## src/rtl/tc_timer_if.sv

```systemverilog
// CPU data-bus view of the timer peripheral.
// Master is the CPU side, slave is the timer.
interface tc_timer_if;
   logic [31:0] addr;
   logic        we;
   logic [3:0]  byteen;
   logic [31:0] wdata;
   logic [31:0] rdata;
   logic        irq;

   modport master (
      output addr, we, byteen, wdata,
      input  rdata, irq
   );

   modport slave (
      input  addr, we, byteen, wdata,
      output rdata, irq
   );
endinterface

```

## src/rtl/tc_timer_dev.sv

```systemverilog
// Memory-mapped down-counting timer with CTRL, PRESET, COUNT.
// One-shot or auto-reload; level interrupt gated by CTRL.IM.
module tc_timer_dev #(
   parameter logic [31:0] BASE_ADDR = 32'h0000_7F00
) (
   input logic       clk,
   input logic       reset,
   tc_timer_if.slave bus
);

   typedef enum logic [1:0] {
      S_IDLE = 2'd0,
      S_LOAD = 2'd1,
      S_CNT  = 2'd2,
      S_INT  = 2'd3
   } state_t;

   state_t      state;
   state_t      state_nx;
   logic [3:0]  ctrl;
   logic [31:0] preset;
   logic [31:0] count;
   logic [31:0] count_nx;
   logic        irq_flag;
   logic        flag_set;
   logic        flag_clr;
   logic        en_clr;
   logic        hit;
   logic [1:0]  sel;
   logic        wr_ctrl;
   logic        wr_preset;
   logic [31:0] preset_merged;
   logic [31:0] rdata;

   assign hit       = (bus.addr[31:4] == BASE_ADDR[31:4]);
   assign sel       = bus.addr[3:2];
   assign wr_ctrl   = bus.we & hit & (sel == 2'd0);
   assign wr_preset = bus.we & hit & (sel == 2'd1);

   always_comb begin
      for (int i = 0; i < 4; i++) begin
         preset_merged[8*i +: 8] = bus.byteen[i] ?
            bus.wdata[8*i +: 8] : preset[8*i +: 8];
      end
   end

   always_comb begin
      state_nx = state;
      count_nx = count;
      flag_set = 1'b0;
      flag_clr = 1'b0;
      en_clr   = 1'b0;
      unique case (state)
         S_IDLE: begin
            if (ctrl[0]) state_nx = S_LOAD;
         end
         S_LOAD: begin
            count_nx = preset;
            state_nx = S_CNT;
         end
         S_CNT: begin
            if (!ctrl[0]) begin
               state_nx = S_IDLE;
            end else if (count > 32'd1) begin
               count_nx = count - 32'd1;
            end else begin
               count_nx = 32'd0;
               flag_set = 1'b1;
               state_nx = S_INT;
            end
         end
         S_INT: begin
            state_nx = S_IDLE;
            // MODE 1x falls back to one-shot
            if (ctrl[2:1] == 2'b01) flag_clr = 1'b1;
            else                    en_clr   = 1'b1;
         end
         default: state_nx = S_IDLE;
      endcase
   end

   always_ff @(posedge clk) begin
      if (reset) begin
         state    <= S_IDLE;
         ctrl     <= 4'd0;
         preset   <= 32'd0;
         count    <= 32'd0;
         irq_flag <= 1'b0;
      end else begin
         state <= state_nx;
         count <= count_nx;
         // a bus write to CTRL overrides the one-shot EN clear
         if (wr_ctrl) begin
            if (bus.byteen[0]) ctrl <= bus.wdata[3:0];
         end else if (en_clr) begin
            ctrl[0] <= 1'b0;
         end
         if (flag_set)                irq_flag <= 1'b1;
         else if (flag_clr | wr_ctrl) irq_flag <= 1'b0;
         if (wr_preset) preset <= preset_merged;
      end
   end

   always_comb begin
      rdata = 32'd0;
      if (hit) begin
         unique case (sel)
            2'd0:    rdata = {28'd0, ctrl};
            2'd1:    rdata = preset;
            2'd2:    rdata = count;
            default: rdata = 32'd0;
         endcase
      end
   end

   assign bus.rdata = rdata;
   assign bus.irq   = irq_flag & ctrl[3];

endmodule

```

## src/flat_wrapper.sv

```systemverilog
// flat-port wrapper written by rule: the top's interface ports become plain ports
module tc_timer_dev_flat 
#(
   parameter logic [31:0] BASE_ADDR = 32'h0000_7F00
)
  (clk, reset, bus_addr, bus_we, bus_byteen, bus_wdata, bus_rdata, bus_irq);
  tc_timer_if bus_i ();
  input logic clk;
  input logic reset;
  input wire logic [$bits(bus_i.addr)-1:0] bus_addr;
  input wire logic [$bits(bus_i.we)-1:0] bus_we;
  input wire logic [$bits(bus_i.byteen)-1:0] bus_byteen;
  input wire logic [$bits(bus_i.wdata)-1:0] bus_wdata;
  output wire logic [$bits(bus_i.rdata)-1:0] bus_rdata;
  output wire logic [$bits(bus_i.irq)-1:0] bus_irq;
  assign bus_i.addr = bus_addr;
  assign bus_i.we = bus_we;
  assign bus_i.byteen = bus_byteen;
  assign bus_i.wdata = bus_wdata;
  assign bus_rdata = bus_i.rdata;
  assign bus_irq = bus_i.irq;
  tc_timer_dev #(.BASE_ADDR(BASE_ADDR)) u_core (.clk(clk), .reset(reset), .bus(bus_i));
endmodule
```

## config.mk

```make
export PLATFORM = sky130hd
export DESIGN_NAME = tc_timer_dev_flat
export DESIGN_NICKNAME = d
export VERILOG_FILES = /design/src/rtl/tc_timer_if.sv /design/src/rtl/tc_timer_dev.sv /design/src/flat_wrapper.sv
export SDC_FILE = /design/constraint.sdc
export NUM_CORES = 1
export LEC_CHECK = 0
export ABC_CLOCK_PERIOD_IN_PS = 3100
export CORE_MARGIN = 2
export CORE_UTILIZATION = 50
export CTS_CLUSTER_SIZE = 20
export DETAILED_ROUTE_END_ITERATION = 10
export GPL_TIMING_DRIVEN = 0
export PLACE_DENSITY = 0.81
export SLEW_MARGIN = 10
export SYNTH_ARGS = -nofsm -noshare
export SYNTH_HDL_FRONTEND = slang
export SYNTH_SLANG_ARGS = --single-unit
```

## constraint.sdc

```tcl
create_clock -name clk -period 3.1 [get_ports clk]
set_clock_uncertainty 0.1 [all_clocks]
set_input_delay 0.775 -clock clk [delete_from_list [all_inputs] [get_ports clk]]
set_output_delay 0.775 -clock clk [all_outputs]
set_load 0.02 [all_outputs]
```

Word-level counts from Yosys, hierarchy flattened
Index checks and enable logic that the tools add are counted.
{"block": "op_classes", "add_sub_neg": 1, "order_cmp": 1, "eq_ne": 11, "muxes": 21, "bitwise": 5, "n_reduce_logical": 13}
{"cell": "32-bit 2-to-1 mux", "n": 3}
{"cell": "32-bit case mux with 3 select lines", "n": 1}
{"cell": "32-bit case mux with 2 select lines", "n": 1}
{"cell": "32-bit by 1-bit greater-than comparator with 1-bit output (second input constant)", "n": 1}
{"cell": "32-bit by 1-bit subtractor with 32-bit output (second input constant)", "n": 1}
{"cell": "28-bit by 11-bit equality test with 1-bit output (second input constant)", "n": 1}
{"cell": "2-bit AND reduction", "n": 8}
{"cell": "1-bit 2-to-1 mux", "n": 12}
{"cell": "2-bit case mux with 4 select lines", "n": 1}
{"cell": "2-bit by 1-bit equality test with 1-bit output (second input constant)", "n": 3}
{"cell": "2-bit equality test (second input constant)", "n": 3}
{"cell": "2-bit 2-to-1 mux", "n": 3}
{"cell": "2-bit nonzero test", "n": 3}
{"cell": "1-bit bitwise AND", "n": 4}
{"cell": "2-bit zero test", "n": 2}
{"cell": "2-bit by 1-bit inequality test with 1-bit output (second input constant)", "n": 2}
{"cell": "3-bit inequality test (second input constant)", "n": 1}
{"cell": "2-bit inequality test (second input constant)", "n": 1}
{"cell": "1-bit bitwise OR", "n": 1}
{"block": "word_totals", "register_bits": 71, "inputBits": 71, "out_inout_bits": 33}

Longest topological paths before layout
Gate-level depths: netlist of the first run.
{"block": "logic_depth", "depth_word": 6, "depth_mapped": 8}

Worst setup path after synthesis of the first run
OpenSTA, ideal clock, no wires.
{"block": "synth_path", "path_type": "input port to output port", "from": "input port bus_addr[26]", "to": "output port bus_rdata[10]", "arrival_ps": 2363, "t_required_ps": 2225, "slack_ps": -138, "cell_stages": 6, "n_path_buf": 2, "cell_sequence": "nor4b_1 nand4_1 or2_2 clkbuf_1 clkbuf_1 nor2_1"}
{"block": "synth_via", "elab_chain_cells": 2}
{"element": "from (decl)", "line_no": "flat_wrapper.sv:10", "text": "input wire logic [$bits(bus_i.addr)-1:0] bus_addr;"}
{"element": "28-bit by 11-bit equality test with 1-bit output", "line_no": "tc_timer_dev.sv:35", "text": "assign hit = (bus.addr[31:4] == BASE_ADDR[31:4]);"}
{"element": "32-bit 2-to-1 mux", "line_no": "tc_timer_dev.sv:106", "text": "if (hit) begin"}
{"element": "to (decl)", "line_no": "flat_wrapper.sv:14", "text": "output wire logic [$bits(bus_i.rdata)-1:0] bus_rdata;"}
Every way passes these cells.

Final worst setup path of the first run
{"block": "layout_path", "from": "input port bus_addr[4]", "to": "output port bus_rdata[0]"}
The elaborated chain is that of the path after synthesis.

==> qor.yml, run 1 <==
placement:
  place_inst: 759
  preCtsSetupSlack_ns: -1.28
  gp_congestion: 0.936
  place_area_mm2: 0.00561
  dp_hpwl_um: 10200
  port_buffers: 99
power:
  ir_drop_uv: 226
  p_leak_uw: 0.00206
  powerDensity_mw_per_mm2: 290
timing:
  report.final.slew_viol_count: 0
  worst_pin_slew_ns: 1.17
  setup_violations: 0
  fin_crit_sh: 0.981
  rsz0062_at_grt: "false"
  min_period_ns: 3.04
  max_freq_mhz: 329
  timing.final.ws_setup_ns: 0.0603
  hold_ws_ns: 0.427
  relSlewSlack: 0.211
  hold_viol_final: 0
finish:
  fin_cells: 780
  fin_area_mm2: 0.00601
  n_antenna_cell: 0
  syn_to_final_growth_pct: 42.0
  layout-drive-gt1-share: 0.216
  multi_input_area_mm2: 0.00294
  fin_nets: 743
  ff_latch_area_mm2: 0.00142
  nFillCells: 662
worst_setup_path:
  crit_path_start_kind: "input port"
  crit_path_end_kind: "output pin"
  r2r_end: "u_core.count[22]"
  worstRegToRegCells: 7
  critPathKind: "input port to output pin"
  cp.required_ns: 2.22
  worstPathMaxFanout: 8
  reg2reg_slack_ns: 0.14
  worstPathArrival_ns: 2.16
  reg2reg_from: "u_core.count[0]"
die:
  core_mm2: 0.00822
  initial_core_util: 0.515
  chipHeight_um: 96.0
  die_area_mm2: 0.00922
  fp-row-count: 33
  dieWidth_um: 96.0
  io_pins: 104
yosys:
  ys_top_cells_by_count: "96 x nor2_1, 71 x dfxtp_1, 45 x o21ai_0"
  syn_area_per_cell_um2: 7.63
  ys.flop_type: "dfxtp_1"
  synth_nets: 628
  synth-edff-count: 0
  ys_top_cells_by_area: "dfxtp_1 34%, mux2i_1 9.5%, nor2_1 8.5%, o21ai_0 5.3%, a22oi_1 5.0%"
  synth_top_area_frac: 0.336
  ys_types: 54
  ys_ff_latch: 71
  syn_inst: 555
  synth_area_mm2: 0.00423
  yosysTopAreaCell: "dfxtp_1"
  ys_seq_area_frac: 0.336
  yosysMostFrequentCell: "nor2_1"
  synth-async-reset-ratio: 0
  yosysWarningCount: 0
hold_path:
  min_path_cells: 2
  hp-start: "u_core.ctrl[2]"
  hold_class: "flip-flop to flip-flop"
  hold_path_end: "u_core.ctrl[2]"
clock_tree:
  clkLatencyLatePin_ns: 0.36
  cts.clk_slew.worst_paths_ns: 0.08
  clock_path_buffers: 2
  cts.root.buffer_cell: "clkbuf_8"
  h-tree-depth: 3
  tritoncts: "yes"
  clock-sinks: 71
  numCtsBuffers: 9
  cts_hold_buf: 0
routing:
  drt-total-wl_um: 15100
  routedWlPerCell_um: 19.3
  vias: 5013
  viasPerCell: 6.43
  dr.pass1.iters: 5
  drt_iter0_markers: 429
  route.detailed.drc: 0
  ant_nets: 0
status:
  status: "completed"
flow_run:
  maxCapViolations: 0
global_routing:
  grt_pass1_vias: 4754
  grt_pass1_wl_um: 22900
  grt_max_degree: 13
  grt_antenna_before_repair: 0
  grt_overflow: 0
  grt_usage: 0.321
[critical path, stage by stage]
cell             delay, ns
clkdlybuf4s15_1       0.20
nor4b_4               0.28
nand3_2               0.11
or2_4                 0.36
nor2_1                0.15
clkdlybuf4s15_2       0.28
[per-stage QoR]
step	utilization	TNS, ns	total power (uW)
3_3_place_gp	0.683	-44.86	1070
4_1_cts	0.726	0	1730
3_5_place_dp	0.683	-49.49	1070
6_report	0.732	0	1740
5_1_grt	0.732	0	1780
2_1_floorplan	-	-0.268	964
[placed cells by master, fill, tap and decap left out, drive strengths merged, types with 12 or more instances in the layout]
master,instances
mux2i,40
clkdlybuf4s50,38
inv,12
nand3,15
a211oi,23
nor4,14
nand2,32
dfxtp,71
nor3,21
a21oi,36
o21ai,47
clkbuf,63
dlygate4sd2,12
a22oi,28
buf,39
nor2,96
[cell type report]
class,count,area share
multi-input combinational,425,0.489
sequential,71,0.236
timing repair buffer,105,0.168
buffer,46,0.0477
clock buffer,11,0.0235
tap,105,0.0219
inverter,12,0.00749
clock inverter,5,0.00562
[timing repair]
action                                  CTS  global route
gates cloned                              3             0
endpoints found under the setup margin   32            36
setup buffers                             3             0
gates resized for setup                 237            36
pin swaps                                22             8
[registers in the layout (all words and copies together) (netlist names)]
name,count
u_core.irq_flag,1
u_core.state,2
u_core.preset,32
u_core.count,32
u_core.ctrl,4
[logic make-up (layout without fill, tap and decap cells)]
logic type | Yosys count | in the layout | share of synthesized area
DFF | 71 | 71 | 0.336
and+or+nand+nor | 221 | 221 | 0.258
xor gates and xnor gates | 1 | 1 | 0.00207
muxes | 40 | 40 | 0.0946
buffers and inverters | 59 | 179 | 0.0582
adders and majority gates | 2 | 2 | 0.00591
AOI/OAI and AO/OA | 161 | 161 | 0.246
[power by group]
part,internal [uW],switching [uW]
Sequential,911,0.000000246
Clock,311,381
Combinational,75.9,64.9
[layer usage]
metal  wire length [um]  GRT usage  vias up  share of wire
li1                   -          -     2273              -
met1               6000      0.400     2340           0.40
met2               7050      0.535      348           0.47
met3               1480     0.0493       52          0.098
met4                538      0.168        0          0.036
met5                  0          0        -              0
[worst max-delay path by stage]
stage / cells after the start / to / slack [ns] / start
after floorplan: 6 / bus_rdata[11] / -0.03 / bus_addr[2]
after global placement: 8 / bus_rdata[15] / -1.22 / bus_addr[26]
after detailed placement: 8 / bus_rdata[15] / -1.28 / bus_addr[25]
after CTS: 7 / bus_rdata[15] / 0.003 / bus_addr[16]
after global routing: 7 / bus_rdata[24] / 0.002 / bus_addr[27]
final: 6 / bus_rdata[0] / 0.06 / bus_addr[4]
(Power assumes the default switching activity.)
==> run 2: changes to the inputs <==
REMOVE_ABC_BUFFERS = 1   (was default)
SLEW_MARGIN = 40   (was 10)
==> run 2 against run 1 <==
Effect of this change: die area unchanged; core utilization decreased by 3.7 points; first-iteration DRC count decreased by 8.4%; register-to-register slack improved by 0.18 ns; setup slack got worse by 0.035 ns; total power increased by 3.9%; clock power increased by 10%; largest power group unchanged; count of clock-buffer cells in the layout decreased by 1; via count decreased by 5.3%.
==> qor.yml, run 2 (same netlist as run 1, synthesis figures left out) <==
power:
  power_frac_clock: 0.421
  pwr-share-comb: 0.076
  p_seq_frac: 0.503
  switchingPower_uw: 432
  cell_internal_pwr_uw: 1380
  p_leak_uw: 0.00203
  powerDensity_mw_per_mm2: 317
  ir_drop_uv: 271
  netSwitchingFraction: 0.238
routing:
  wl_met1_um: 5470
  met3WireLength_um: 1330
  vias: 4747
  drt-total-wl_um: 13700
  met2WireLength_um: 6630
  viasPerCell: 6.35
  ant_nets: 0
  route.detailed.drc: 0
  topRoutingLayerUsed: "met4"
  drt_iter0_markers: 393
  dr.pass1.iters: 6
  routedWlPerCell_um: 18.3
finish:
  fin_area_mm2: 0.00571
  final_common_cell: "nor2_1"
  ff_latch_area_mm2: 0.00142
  nFillCells: 677
  n_antenna_cell: 0
  syn_to_final_growth_pct: 34.9
  multi_input_area_mm2: 0.00284
  reg_top3: "u_core.count x32, u_core.preset x32, u_core.ctrl x4"
  most-common-layout-cells: "72 x nor2_1, 71 x dfxtp_1, 45 x o21ai_0"
  layout-drive-gt1-share: 0.193
  fin_nets: 711
worst_setup_path:
  crit_path_end_kind: "output pin"
  reg2reg_from: "u_core.count[14]"
  worstPathArrival_ns: 2.20
  worstPathMaxFanout: 8
  critPathKind: "input port to output pin"
  crit_path_start_kind: "input port"
  cp.required_ns: 2.22
  startpoint: "bus_addr[17]"
die:
  fp-row-count: 33
  dieWidth_um: 96.0
  initial_core_util: 0.515
  chipHeight_um: 96.0
  core_mm2: 0.00822
  die_area_mm2: 0.00922
  io_pins: 104
timing:
  worst_pin_slew_ns: 0.892
  hold_ws_ns: 0.418
  report.final.slew_viol_count: 0
  relSlewSlack: 0.404
  setup_violations: 0
  fin_crit_sh: 0.992
  min_period_ns: 3.07
  setup_tns_ns: 0
  max_freq_mhz: 325
  rsz0062_at_grt: "false"
  hold_viol_final: 0
hold_path:
  hp-start: "u_core.ctrl[1]"
  hold_class: "flip-flop to flip-flop"
clock_tree:
  tritoncts: "yes"
  clkLatencyLatePin_ns: 0.36
  clock-sinks: 71
  numCtsBuffers: 9
  cts.root.buffer_cell: "clkbuf_8"
  h-tree-depth: 3
  cts.clk_slew.worst_paths_ns: 0.08
  clock_path_buffers: 2
global_routing:
  grt_antenna_before_repair: 0
  grt_pass1_vias: 4517
  grt_overflow: 0
  grt_max_degree: 38
  grt_usage: 0.304
  grt_pass1_wl_um: 21800
flow_run:
  maxCapViolations: 0
status:
  status: "completed"
placement:
  gp_congestion: 0.848
  place_area_mm2: 0.00531
  dp_hpwl_um: 8950
  port_buffers: 101
## run 2: final cells by class
cell class                      count  area share
Inverter                           12     0.00789
Clock inverter                      6      0.0105
Clock buffer                       10      0.0241
Timing Repair Buffer              116       0.189
Sequential cell                    71       0.249
Tap cell                          105      0.0230
Multi-Input combinational cell    428       0.496
## run 2: path summary, 6_finish.rpt
kind | end | slack [ns] | cells past startpoint
hold / removal | u_core.ctrl[1] | 0.42 | 2
hold reg to reg | u_core.ctrl[1] | 0.42 | 2
setup reg to reg | u_core.count[1] | 0.32 | 6
setup / recovery | bus_rdata[20] | 0.03 | 7
## run 2: layer usage
| layer | track usage | up-vias |
|---|---|---|
| met5 | 0 | - |
| met4 | 0.112 | 0 |
| li1 | - | 2209 |
| met1 | 0.383 | 2250 |
| met2 | 0.519 | 269 |
| met3 | 0.0501 | 19 |
## run 2: power by group through the flow
stage                     clock network, uW  registers [uW]  logic, uW
after floorplan                           0             933       17.4
after detailed placement                  0             933        138
after CTS                               759             911        136
after global routing                    799             911        145
after global placement                    0             933        127
final                                   762             911        138
## run 2: what timing repair did
action	CTS	global route
hold buffers	0	0
pin swaps	41	15
buffers inserted	8	1
gates resized for setup	236	38
gates cloned	3	0
endpoints found under the setup margin	42	32
## run 2: critical path: stages
cell and delay (ns):
dlygate4sd2_1 0.26, nor4_2 0.23, nand4_1 0.14, buf_6 0.16
or2_4 0.35, nor2_4 0.16, buf_6 0.12
## run 2: metrics by stage
stage                     instances  power, uW  setup WS (ns)   util
final                           748       1810         0.0250  0.695
after global routing            748       1860        0.00664  0.695
after CTS                       747       1810         0.0188  0.687
after detailed placement        720       1070          -1.48  0.646
after global placement          714       1060          -2.16  0.630
after floorplan                 508        950         -0.217      -
